$ cat src/rtl/xv.sv
// Shared video/audio subsystem constants.
package xv;

   localparam int unsigned VRAM_W = 16;

endpackage : xv

$ cat src/rtl/audio_chan_ctrl.sv
// Per-channel audio register file and double-buffer sequencer feeding audio_mixer.
module audio_chan_ctrl #(
   parameter  int unsigned AUDIO_NCHAN = 4,
   localparam int unsigned CHAN_W      = $clog2(AUDIO_NCHAN),
   localparam int unsigned ADDR_W      = CHAN_W + 3
) (
   input  logic                            clk,
   input  logic                            reset_i,
   input  logic                            reg_wr_i,
   input  logic                            reg_rd_i,
   input  logic [ADDR_W-1:0]               reg_addr_i,
   input  logic [15:0]                     reg_data_i,
   output logic [15:0]                     reg_rd_data_o,
   output logic [AUDIO_NCHAN-1:0]          audio_enable_nchan_o,
   output logic [6*AUDIO_NCHAN-1:0]        audio_vol_l_nchan_o,
   output logic [6*AUDIO_NCHAN-1:0]        audio_vol_r_nchan_o,
   output logic [15*AUDIO_NCHAN-1:0]       audio_period_nchan_o,
   output logic [AUDIO_NCHAN-1:0]          audio_tile_nchan_o,
   output logic [xv::VRAM_W*AUDIO_NCHAN-1:0] audio_start_nchan_o,
   output logic [15*AUDIO_NCHAN-1:0]       audio_len_nchan_o,
   output logic [AUDIO_NCHAN-1:0]          audio_restart_nchan_o,
   input  logic [AUDIO_NCHAN-1:0]          audio_reload_nchan_i,
   output logic                            audio_intr_o
);

   localparam int unsigned VW = xv::VRAM_W;

   // live, shadow (playing) and pending (queued) channel state
   logic [AUDIO_NCHAN-1:0][5:0]    vol_l, vol_r;
   logic [AUDIO_NCHAN-1:0][14:0]   period;
   logic [AUDIO_NCHAN-1:0][VW-1:0] sh_start, pend_start;
   logic [AUDIO_NCHAN-1:0][14:0]   sh_len, pend_len;
   logic [AUDIO_NCHAN-1:0]         sh_tile, pend_tile, pend_valid;
   logic [AUDIO_NCHAN-1:0]         enable, intr_status, intr_mask, restart;

   logic                   is_glob;
   logic [CHAN_W-1:0]      chan;
   logic [1:0]             rsel;
   logic [AUDIO_NCHAN-1:0] wdata_n;
   logic [AUDIO_NCHAN-1:0] wr_vol, wr_per, wr_start, wr_len;
   logic [AUDIO_NCHAN-1:0] restart_req, swap, en_clr, pend_valid_n, intr_status_n;
   logic                   glob_wr_en, glob_wr_w1c, glob_wr_mask;
   logic [15:0]            rd_mux;

   assign is_glob = reg_addr_i[ADDR_W-1];
   assign chan    = reg_addr_i[CHAN_W+1:2];
   assign rsel    = reg_addr_i[1:0];
   assign wdata_n = reg_data_i[AUDIO_NCHAN-1:0];

   // per-channel write strobes
   always_comb begin
      wr_vol   = '0;
      wr_per   = '0;
      wr_start = '0;
      wr_len   = '0;
      for (int ch = 0; ch < int'(AUDIO_NCHAN); ch++) begin
         if (reg_wr_i && !is_glob && (chan == CHAN_W'(ch))) begin
            wr_vol[ch]   = (rsel == 2'd0);
            wr_per[ch]   = (rsel == 2'd1);
            wr_start[ch] = (rsel == 2'd2);
            wr_len[ch]   = (rsel == 2'd3);
         end
      end
   end

   // global strobes, buffer swap triggers and next pending/interrupt state
   always_comb begin
      glob_wr_en    = reg_wr_i && is_glob && (rsel == 2'd0);
      glob_wr_w1c   = reg_wr_i && is_glob && (rsel == 2'd1);
      glob_wr_mask  = reg_wr_i && is_glob && (rsel == 2'd2);
      restart_req   = wr_per & {AUDIO_NCHAN{reg_data_i[15]}};
      swap          = audio_reload_nchan_i | restart_req;
      en_clr        = glob_wr_en ? (enable & ~wdata_n) : '0;
      // a queued write in the swap cycle lands in pending after the old pending moves out
      pend_valid_n  = ((pend_valid & ~swap) | wr_start | wr_len) & ~en_clr;
      // a reload setting a bit beats a W1C of the same bit
      intr_status_n = (intr_status & ~(glob_wr_w1c ? wdata_n : '0)) | audio_reload_nchan_i;
   end

   // read-back mux, sampled only when a read is issued
   always_comb begin
      rd_mux = '0;
      if (is_glob) begin
         case (rsel)
            2'd0: rd_mux = 16'(enable);
            2'd1: rd_mux = 16'(intr_status);
            2'd2: rd_mux = 16'(intr_mask);
            2'd3: rd_mux = 16'(pend_valid);
         endcase
      end else begin
         case (rsel)
            2'd0: rd_mux = {2'b00, vol_l[chan], 2'b00, vol_r[chan]};
            2'd1: rd_mux = {1'b0, period[chan]};
            2'd2: rd_mux = 16'(sh_start[chan]);
            2'd3: rd_mux = {sh_tile[chan], sh_len[chan]};
         endcase
      end
   end

   // register state update
   always_ff @(posedge clk) begin
      if (reset_i) begin
         vol_l         <= '0;
         vol_r         <= '0;
         period        <= '0;
         sh_start      <= '0;
         sh_len        <= '0;
         sh_tile       <= '0;
         pend_start    <= '0;
         pend_len      <= '0;
         pend_tile     <= '0;
         pend_valid    <= '0;
         enable        <= '0;
         intr_status   <= '0;
         intr_mask     <= '0;
         restart       <= '0;
         audio_intr_o  <= 1'b0;
         reg_rd_data_o <= '0;
      end else begin
         for (int ch = 0; ch < int'(AUDIO_NCHAN); ch++) begin
            if (wr_vol[ch]) begin
               vol_l[ch] <= reg_data_i[13:8];
               vol_r[ch] <= reg_data_i[5:0];
            end
            if (wr_per[ch]) period[ch] <= reg_data_i[14:0];
            if (swap[ch] && pend_valid[ch]) begin
               sh_start[ch] <= pend_start[ch];
               sh_len[ch]   <= pend_len[ch];
               sh_tile[ch]  <= pend_tile[ch];
            end
            if (wr_start[ch]) pend_start[ch] <= VW'(reg_data_i);
            if (wr_len[ch]) begin
               pend_tile[ch] <= reg_data_i[15];
               pend_len[ch]  <= reg_data_i[14:0];
            end
         end
         pend_valid   <= pend_valid_n;
         restart      <= restart_req;
         intr_status  <= intr_status_n;
         if (glob_wr_en)   enable    <= wdata_n;
         if (glob_wr_mask) intr_mask <= wdata_n;
         audio_intr_o <= |(intr_status & intr_mask);
         if (reg_rd_i) reg_rd_data_o <= rd_mux;
      end
   end

   // flatten per-channel state onto the mixer configuration vectors
   assign audio_enable_nchan_o  = enable;
   assign audio_vol_l_nchan_o   = vol_l;
   assign audio_vol_r_nchan_o   = vol_r;
   assign audio_period_nchan_o  = period;
   assign audio_tile_nchan_o    = sh_tile;
   assign audio_start_nchan_o   = sh_start;
   assign audio_len_nchan_o     = sh_len;
   assign audio_restart_nchan_o = restart;

endmodule : audio_chan_ctrl

$ cat config.mk
export PLATFORM = sky130hd
export DESIGN_NAME = audio_chan_ctrl
export DESIGN_NICKNAME = d
export VERILOG_FILES = /design/src/rtl/xv.sv /design/src/rtl/audio_chan_ctrl.sv
export SDC_FILE = /design/constraint.sdc
export NUM_CORES = 1
export LEC_CHECK = 0
export CAP_MARGIN = 20
export CORE_MARGIN = 2
export CORE_UTILIZATION = 45
export DETAILED_ROUTE_END_ITERATION = 8
export PLACE_DENSITY = 0.8
export SKIP_LAST_GASP = 1
export SLEW_MARGIN = 10
export SYNTH_ARGS = -nofsm -noshare
export SYNTH_HDL_FRONTEND = slang
export SYNTH_SLANG_ARGS = --single-unit
$ cat constraint.sdc
create_clock -name clk -period 4.6 [get_ports clk]
set_input_delay 0.92 -clock clk [delete_from_list [all_inputs] [get_ports clk]]
set_output_delay 0.92 -clock clk [all_outputs]
set_load 0.05 [all_outputs]
==> reports/qor_table.md, run 1 <==
| Step | Quantity | Value |
|:---|:---|:---|
| die | Starting utilization of the core area | 45.7% |
| synth | Post-synth top area share | 49.2% |
| route | Total iterations of the first detailed-routing run | 9 |
| sta | Fraction of the cycle the final worst path needs | 68.8% |
| synth | Post-synth top flop | sky130_fd_sc_hd__dfxtp_1 |
| outcome | Run status | finished with violations |
| layout | Final net count | 2032 |
| die | Rows | 69 |
| layout | Cell area after layout | 20700 µm² |
| clock tree | Number of setup buffers added after CTS | 0 |
| placed design | HPWL after detailed placement | 39600 µm |
| outcome | Violated checks | design-rule violations |
| sta | Setup violators final | 0 |
| global route | Number of global-route vias before repair | 14000 |
| synth | Avg Cell Area, Syn | 9.03 µm² |
| global route | Global-route wire length before repair | 84700 µm |
| clock tree | CTS Buffer Depth | 3 |
| clock tree | Hold buffers post-CTS | 0 |
| synth | Sequential share of the synthesized area | 49.2% |
| critical path | RR Startpoint | pend_valid[0] |
| critical path | Largest fanout on the critical path | 16 |
| critical path | Type of origin of the critical path | primary input |
| route | Via count | 14600 |
| critical path | Critical Path Start | reg_addr_i[4] |
| synth | Post-synthesis cell type count | 43 |
| die | Die boundary height | 194 µm |
| critical path | Critical Path End Type | register |
| sta | Total negative slack | 0 ns |
| clock tree | Clock network latency to the later pin of the worst-skew pair | 0.54 ns |
| critical path | R2r setup slk | 2.58 ns |
| clock tree | Cts bufs inserted | 41 |
| layout | Signed area change from the synthesized netlist to the final layout | 27.1% |
| route | Average vias per placed instance | 5.86 |
| sta | Fin Clk Skew | 0.0112 ns |
| sta | Final-report max-slew violation count | 0 |
| sta | Number of hold violations in the final report | 0 |
| pwr | Pwr per Cell Area | 360 nW/µm² |
| sta | Pin slew with the least headroom to its limit | 1.26 ns |
| global route | Overflow after GRT | 0 |
| placed design | Inst Count DP | 2421 |
| clock tree | Root buffer cell | sky130_fd_sc_hd__clkbuf_16 |
| synth | EDFF count, synth | 0 |
| synth | Share of synthesized registers carrying an async set or reset | 0% |
| critical path | Endpoint of the lowest-slack register-to-register path | audio_len_nchan_o[13] |
| synth | Top cell types by occurrence after synthesis | 462 x sky130_fd_sc_hd__nand2_1, 401 x sky130_fd_sc_hd__dfxtp_1, 240 x sky130_fd_sc_hd__a21oi_1 |
| job | Total of max-cap violations | 0 |
| pwr | Static Leak | 7.03 nW |
| synth | Post-Synthesis Cells | 1806 |
| synth | Count leader, synth | sky130_fd_sc_hd__nand2_1 |
| route | DRT iter0 DRCs | 1660 |
| critical path | Data required time at the worst endpoint | 4.98 ns |
| placed design | Port Buf Inserts | 289 |
| critical path | Crit path kind | in -> reg |
| layout | Antenna diode instance count | 0 |
| global route | Number of antenna violations at the first check in global routing | 1 |
| clock tree | CTS H-tree depth | 2 |
| sta | Worst slew slack as a fraction of its limit | 15.6% |
| layout | Final cell count without fillers | 2497 |
| die | Die area | 37800 µm² |
| sta | Setup repair after global routing missed its margin | false |
| die | I/O pins | 290 |
| route | Aggregate routed wire length | 57400 µm |
| layout | Proportion of layout cells with a drive suffix above 1 | 7.76% |
| worst hold path | Worst Hold Launch | pend_start[4] |
| pwr | Worst IR drop on VDD | 0.226 mV |
| clock tree | CTS-repair resized insts | 0 |
| route | Post-route antenna net violation count | 0 |
| layout | Final core utilization | 58.1% |
| global route | Tot GR Track Use | 29.3% |
| synth | Synthesized cell area | 16300 µm² |
| route | DRC violations left | 19 |
| critical path | Endpoint arrival time on the critical path | 3.54 ns |
| synth | Yosys warnings | 0 |
| worst hold path | Class of the most critical hold timing path | reg -> reg |
| clock tree | Clock slew seen by the registers of the worst setup and hold paths | 0.06 ns |
| placed design | Gp weighted congestion | 0.915 |
| global route | Pin count of the biggest net entering global routing | 171 |
| placed design | Placement Cell Area | 19300 µm² |
| synth | Mapped Nets | 1835 |
| critical path | Reg2reg path depth | 5 |
| sta | Post-route minimum period | 3.17 ns |
| die | Area of the core region | 35700 µm² |
| clock tree | Number of clock sinks | 401 |
| sta | Achievable Freq | 0.316 GHz |
| die | Die outline width | 194 µm |
| critical path | Crit path to | pend_len[1] |
| route | Average wire length per cell after detail routing | 23.0 µm |
| synth | Dominant cells by area after synthesis | sky130_fd_sc_hd__dfxtp_1 49%, sky130_fd_sc_hd__mux2i_1 11%, sky130_fd_sc_hd__nand2_1 11% |
| synth | Register bit total from synthesis | 401 |
| clock tree | CTS tree | yes |
| synth | Top cell type by total area after synthesis | sky130_fd_sc_hd__dfxtp_1 |
| layout | Filler cell count | 2937 |
## layout by cell type, fill, tap and decap left out, drive strengths merged, types with 2 or more instances in the layout
cell type	count
and2	8
clkinv	8
a2111oi	3
and4b	3
nand3	18
a311oi	11
inv	11
a211o	4
and3	6
clkdlybuf4s50	285
buf	32
o211ai	8
nor2	172
nor3	5
nand2	462
nor2b	8
dfxtp	401
bufinv	5
o221a	3
nor4bb	4
clkbuf	62
nand4b	2
a22o	4
nand2b	3
a21oi	240
nor3b	2
mux4	50
or3	2
mux2i	185
a22oi	13
o2bb2ai	3
o21ai	5
## layer usage
| metal | GRT usage, % | routed length, µm |
|---|---|---|
| met2 | 46.8 | 26000 |
| met4 | 14.3 | 3060 |
| met5 | 0 | 0 |
| met1 | 37.3 | 22100 |
| met3 | 7.04 | 6230 |
## state kept, by name (all words and copies together) (netlist names)
register / cells
reg_rd_data_o: 16
audio_tile_nchan_o: 4
audio_period_nchan_o: 60
audio_enable_nchan_o: 4
pend_len: 60
audio_restart_nchan_o: 4
intr_mask: 4
audio_intr_o: 1
intr_status: 4
audio_vol_r_nchan_o: 24
pend_start: 64
pend_tile: 4
pend_valid: 4
audio_start_nchan_o: 64
audio_vol_l_nchan_o: 24
audio_len_nchan_o: 60
## final cells by class
class,count,area (µm²),area share [%]
inverter,10,37.5,0.181
timing repair buffer,317,3120,15.1
tap,461,577,2.78
multi-input combinational,1232,7510,36.2
sequential,401,8030,38.7
clock inverter,14,199,0.960
clock buffer,62,1260,6.07
## how the worst min path moves through the flow
stage | endpoint | slack, ns | cells past startpoint
CTS | pend_start[21] | 0.45 | 2
floorplan | pend_len[0] | 0.44 | 2
finish | pend_start[4] | 0.45 | 2
detailed placement | pend_start[21] | 0.45 | 2
global placement | reg_rd_data_o[15] | 0.44 | 2
global route | pend_start[54] | 0.47 | 2
## critical path, stage by stage
cell,delay (ns)
sky130_fd_sc_hd__clkdlybuf4s50_1,0.73
sky130_fd_sc_hd__nor4b_4,0.70
sky130_fd_sc_hd__nand3_1,0.76
sky130_fd_sc_hd__nand2_1,0.31
sky130_fd_sc_hd__a21oi_1,0.11
## cells by family (layout without fill, tap and decap cells)
| kind of cell | count (synthesis) | in the layout | share of synthesized area [%] |
|---|---|---|---|
| simple gates | 699 | 699 | 17.3 |
| flops | 401 | 401 | 49.2 |
| compound gates | 298 | 298 | 10.4 |
| mux | 235 | 235 | 18.3 |
| buf+inv | 173 | 403 | 4.84 |
## per-stage QoR
stage,power (mW),worst slack (ns),hold slack (ns)
3_5_place_dp,3.97,0.978,0.446
6_report,7.46,1.43,0.455
4_1_cts,7.47,1.51,0.454
3_3_place_gp,3.97,1.12,0.438
2_1_floorplan,3.84,2.20,0.436
5_1_grt,7.63,1.41,0.466
## power by group
group	leakage, nW	total (mW)	switching [mW]	internal [mW]
logic	3.07	0.394	0.281	0.113
clock network	0.725	3.55	1.38	2.17
registers	3.23	3.51	0.0177	3.49
(Power assumes the default switching activity.)
==> run 2: changes to the inputs <==
==> constraint.sdc (replaced) <==
create_clock -name clk -period 3.3 [get_ports clk]
set_input_delay 0.66 -clock clk [delete_from_list [all_inputs] [get_ports clk]]
set_output_delay 0.66 -clock clk [all_outputs]
set_load 0.05 [all_outputs]
==> run 2 against run 1 <==
  * The flow still finishes with violations (design-rule violations)
  * Clock power rose by 41%
  * Sequential cell count unchanged
  * First-iteration DRC count up 11%
  * Via count up 0.18%
  * Critical path type is now reg -> out
==> reports/qor_table.md, run 2 (synthesis gave the netlist of run 1 again) <==
| Step | Quantity | Value | Delta |
|:---|:---|:---|:---|
| pwr | Final total power | 10.5 mW | +40% |
| die | Rows | 69 | unchanged |
| layout | Cell area after layout | 21000 µm² | +1.1% |
| route | Average wire length per cell after detail routing | 22.8 µm | -0.81% |
| placed design | HPWL after detailed placement | 40200 µm | +1.5% |
| clock tree | CTS Buffer Depth | 3 | unchanged |
| layout | Highest-count cells in the layout ignoring fill and taps | 462 x sky130_fd_sc_hd__nand2_1, 401 x sky130_fd_sc_hd__dfxtp_1, 285 x sky130_fd_sc_hd__clkdlybuf4s50_1 |  |
| critical path | Critical Path End Type | output port |  |
| die | Starting utilization of the core area | 45.7% | unchanged |
| route | Met2 wire length | 25700 µm | -1.5% |
| sta | Final-report max-slew violation count | 0 | unchanged |
| layout | Leading cell type in the layout, fill and taps excluded | sky130_fd_sc_hd__nand2_1 |  |
| global route | Tot GR Track Use | 29.4% | +0.063 points |
| global route | Overflow after GRT | 0 | unchanged |
| sta | Worst slew slack as a fraction of its limit | 31.7% | +16 points |
| placed design | Port Buf Inserts | 289 | unchanged |
| sta | Number of hold violations in the final report | 0 | unchanged |
| global route | Pin count of the biggest net entering global routing | 127 | -26% |
| outcome | Run status | finished with violations |  |
| sta | Setup violators final | 0 | unchanged |
| route | Met1 Routed Length | 22400 µm | +1.3% |
| clock tree | Root buffer cell | sky130_fd_sc_hd__clkbuf_16 |  |
| global route | Global-route wire length before repair | 85800 µm | +1.3% |
| critical path | Delay of the slowest cell on the worst path | 0.92 ns | +0.16 ns |
| clock tree | CTS H-tree depth | 2 | unchanged |
| layout | Proportion of layout cells with a drive suffix above 1 | 8.70% | +0.94 points |
| die | Die boundary height | 194 µm | unchanged |
| critical path | Endpoint arrival time on the critical path | 1.91 ns | -1.63 ns |
| placed design | Worst setup timing slack at the placement stage | 0.278 ns | -0.700 ns |
| die | Die outline width | 194 µm | unchanged |
| critical path | Crit path kind | reg -> out |  |
| sta | Total negative slack | 0 ns | unchanged |
| critical path | Type of origin of the critical path | register |  |
| placed design | Placement Cell Area | 19500 µm² | +1.1% |
| layout | Final cell count without fillers | 2518 | +0.84% |
| clock tree | Clock slew seen by the registers of the worst setup and hold paths | 0.06 ns | about the same |
| sta | Fraction of the cycle the final worst path needs | 78.0% |  |
| route | Aggregate routed wire length | 57400 µm | about the same |
| sta | Fin Clk Skew | 0.0174 ns | +0.00616 ns |
| sta | Fin Hold WS | 0.454 ns | -0.000583 ns |
| worst hold path | Class of the most critical hold timing path | reg -> reg |  |
| layout | Final net count | 2053 | +1.0% |
| clock tree | Clock network latency to the later pin of the worst-skew pair | 0.55 ns | about the same |
| route | Average vias per placed instance | 5.82 | -0.65% |
| route | Top routing layer in use | met5 |  |
| outcome | Violated checks | design-rule violations |  |
| die | I/O pins | 290 | unchanged |
| sta | Smallest setup slack after layout | 0.726 ns | -0.709 ns |
| layout | Final core utilization | 58.8% | +0.65 points |
| clock tree | Hold buffers post-CTS | 0 | unchanged |
| clock tree | CTS-repair resized insts | 0 | unchanged |
| global route | Number of antenna violations at the first check in global routing | 1 | unchanged |
| route | Via count | 14700 | +0.18% |
| pwr | Static Leak | 7.15 nW | +1.7% |
| pwr | Pwr per Cell Area | 500 nW/µm² | +39% |
| critical path | Data required time at the worst endpoint | 2.64 ns | -2.34 ns |
| clock tree | Number of setup buffers added after CTS | 0 | unchanged |
| sta | Post-route minimum period | 2.57 ns |  |
| sta | Setup repair after global routing missed its margin | false |  |
| clock tree | Cts bufs inserted | 42 | +2.4% |
| critical path | Largest fanout on the critical path | 3 | -13 |
| layout | Signed area change from the synthesized netlist to the final layout | 28.5% |  |
| sta | Achievable Freq | 0.389 GHz |  |
| job | Total of max-cap violations | 0 | unchanged |
| route | Met3 wire length | 6150 µm | -1.3% |
| route | DRC violations left | 19 | unchanged |
| clock tree | CTS tree | yes |  |
| sta | Pin slew with the least headroom to its limit | 1.02 ns | -0.241 ns |
| layout | Antenna diode instance count | 0 | unchanged |
| critical path | Buf/Inv on CP | 1 | unchanged |
| die | Area of the core region | 35700 µm² | unchanged |
| route | Post-route antenna net violation count | 0 | unchanged |
| route | Total iterations of the first detailed-routing run | 9 | unchanged |
| critical path | Cell class contributing the biggest share of worst-path delay | buffers and inverters |  |
| clock tree | Number of clock sinks | 401 | unchanged |
| global route | Number of global-route vias before repair | 14000 | +0.16% |
| route | DRT iter0 DRCs | 1836 | +11% |
| layout | Filler cell count | 2909 | -0.95% |
| die | Die area | 37800 µm² | unchanged |
| critical path | Crit-path slowest cell | sky130_fd_sc_hd__clkdlybuf4s50_1 |  |
| placed design | Gp weighted congestion | 0.972 | +6.2% |
| pwr | Worst IR drop on VDD | 0.397 mV | +75% |
| critical path | Critical-path cell list | clkdlybuf4s50_1 |  |
| placed design | Inst Count DP | 2441 | +0.83% |
run 2: area by class of cell:
type                    instances  area (µm²)  area share, %
clock buffers                  62        1250           5.94
clock inverters                15         230           1.10
flip-flops and latches        401        8030           38.3
well taps                     461         577           2.75
inverters                      10        37.5          0.179
repair buffers                337        3340           15.9
multi-input cells            1232        7510           35.8
run 2: layer usage:
layer | vias to the layer above | track usage [%]
met5 | - | 0
met4 | 2 | 15.3
met3 | 174 | 7.24
met2 | 900 | 45.9
met1 | 7047 | 37.8
li1 | 6542 | -
run 2: path summary, 6_finish.rpt:
kind / from / end / slack (ns) / cells past startpoint
hold / removal: pend_len[8] / pend_len[8] / 0.45 / 2
setup reg to reg: pend_valid[0] / audio_start_nchan_o[11] / 1.46 / 5
hold reg to reg: pend_len[8] / pend_len[8] / 0.45 / 2
setup / recovery: audio_start_nchan_o[18] / audio_start_nchan_o[18] / 0.73 / 1
run 2: where the power goes:
group          leakage, nW  switching (mW)  internal (mW)
combinational         3.18           0.393          0.168
sequential            3.23          0.0263           4.87
clock                0.728            2.00           3.02
total                 7.15            2.42           8.06
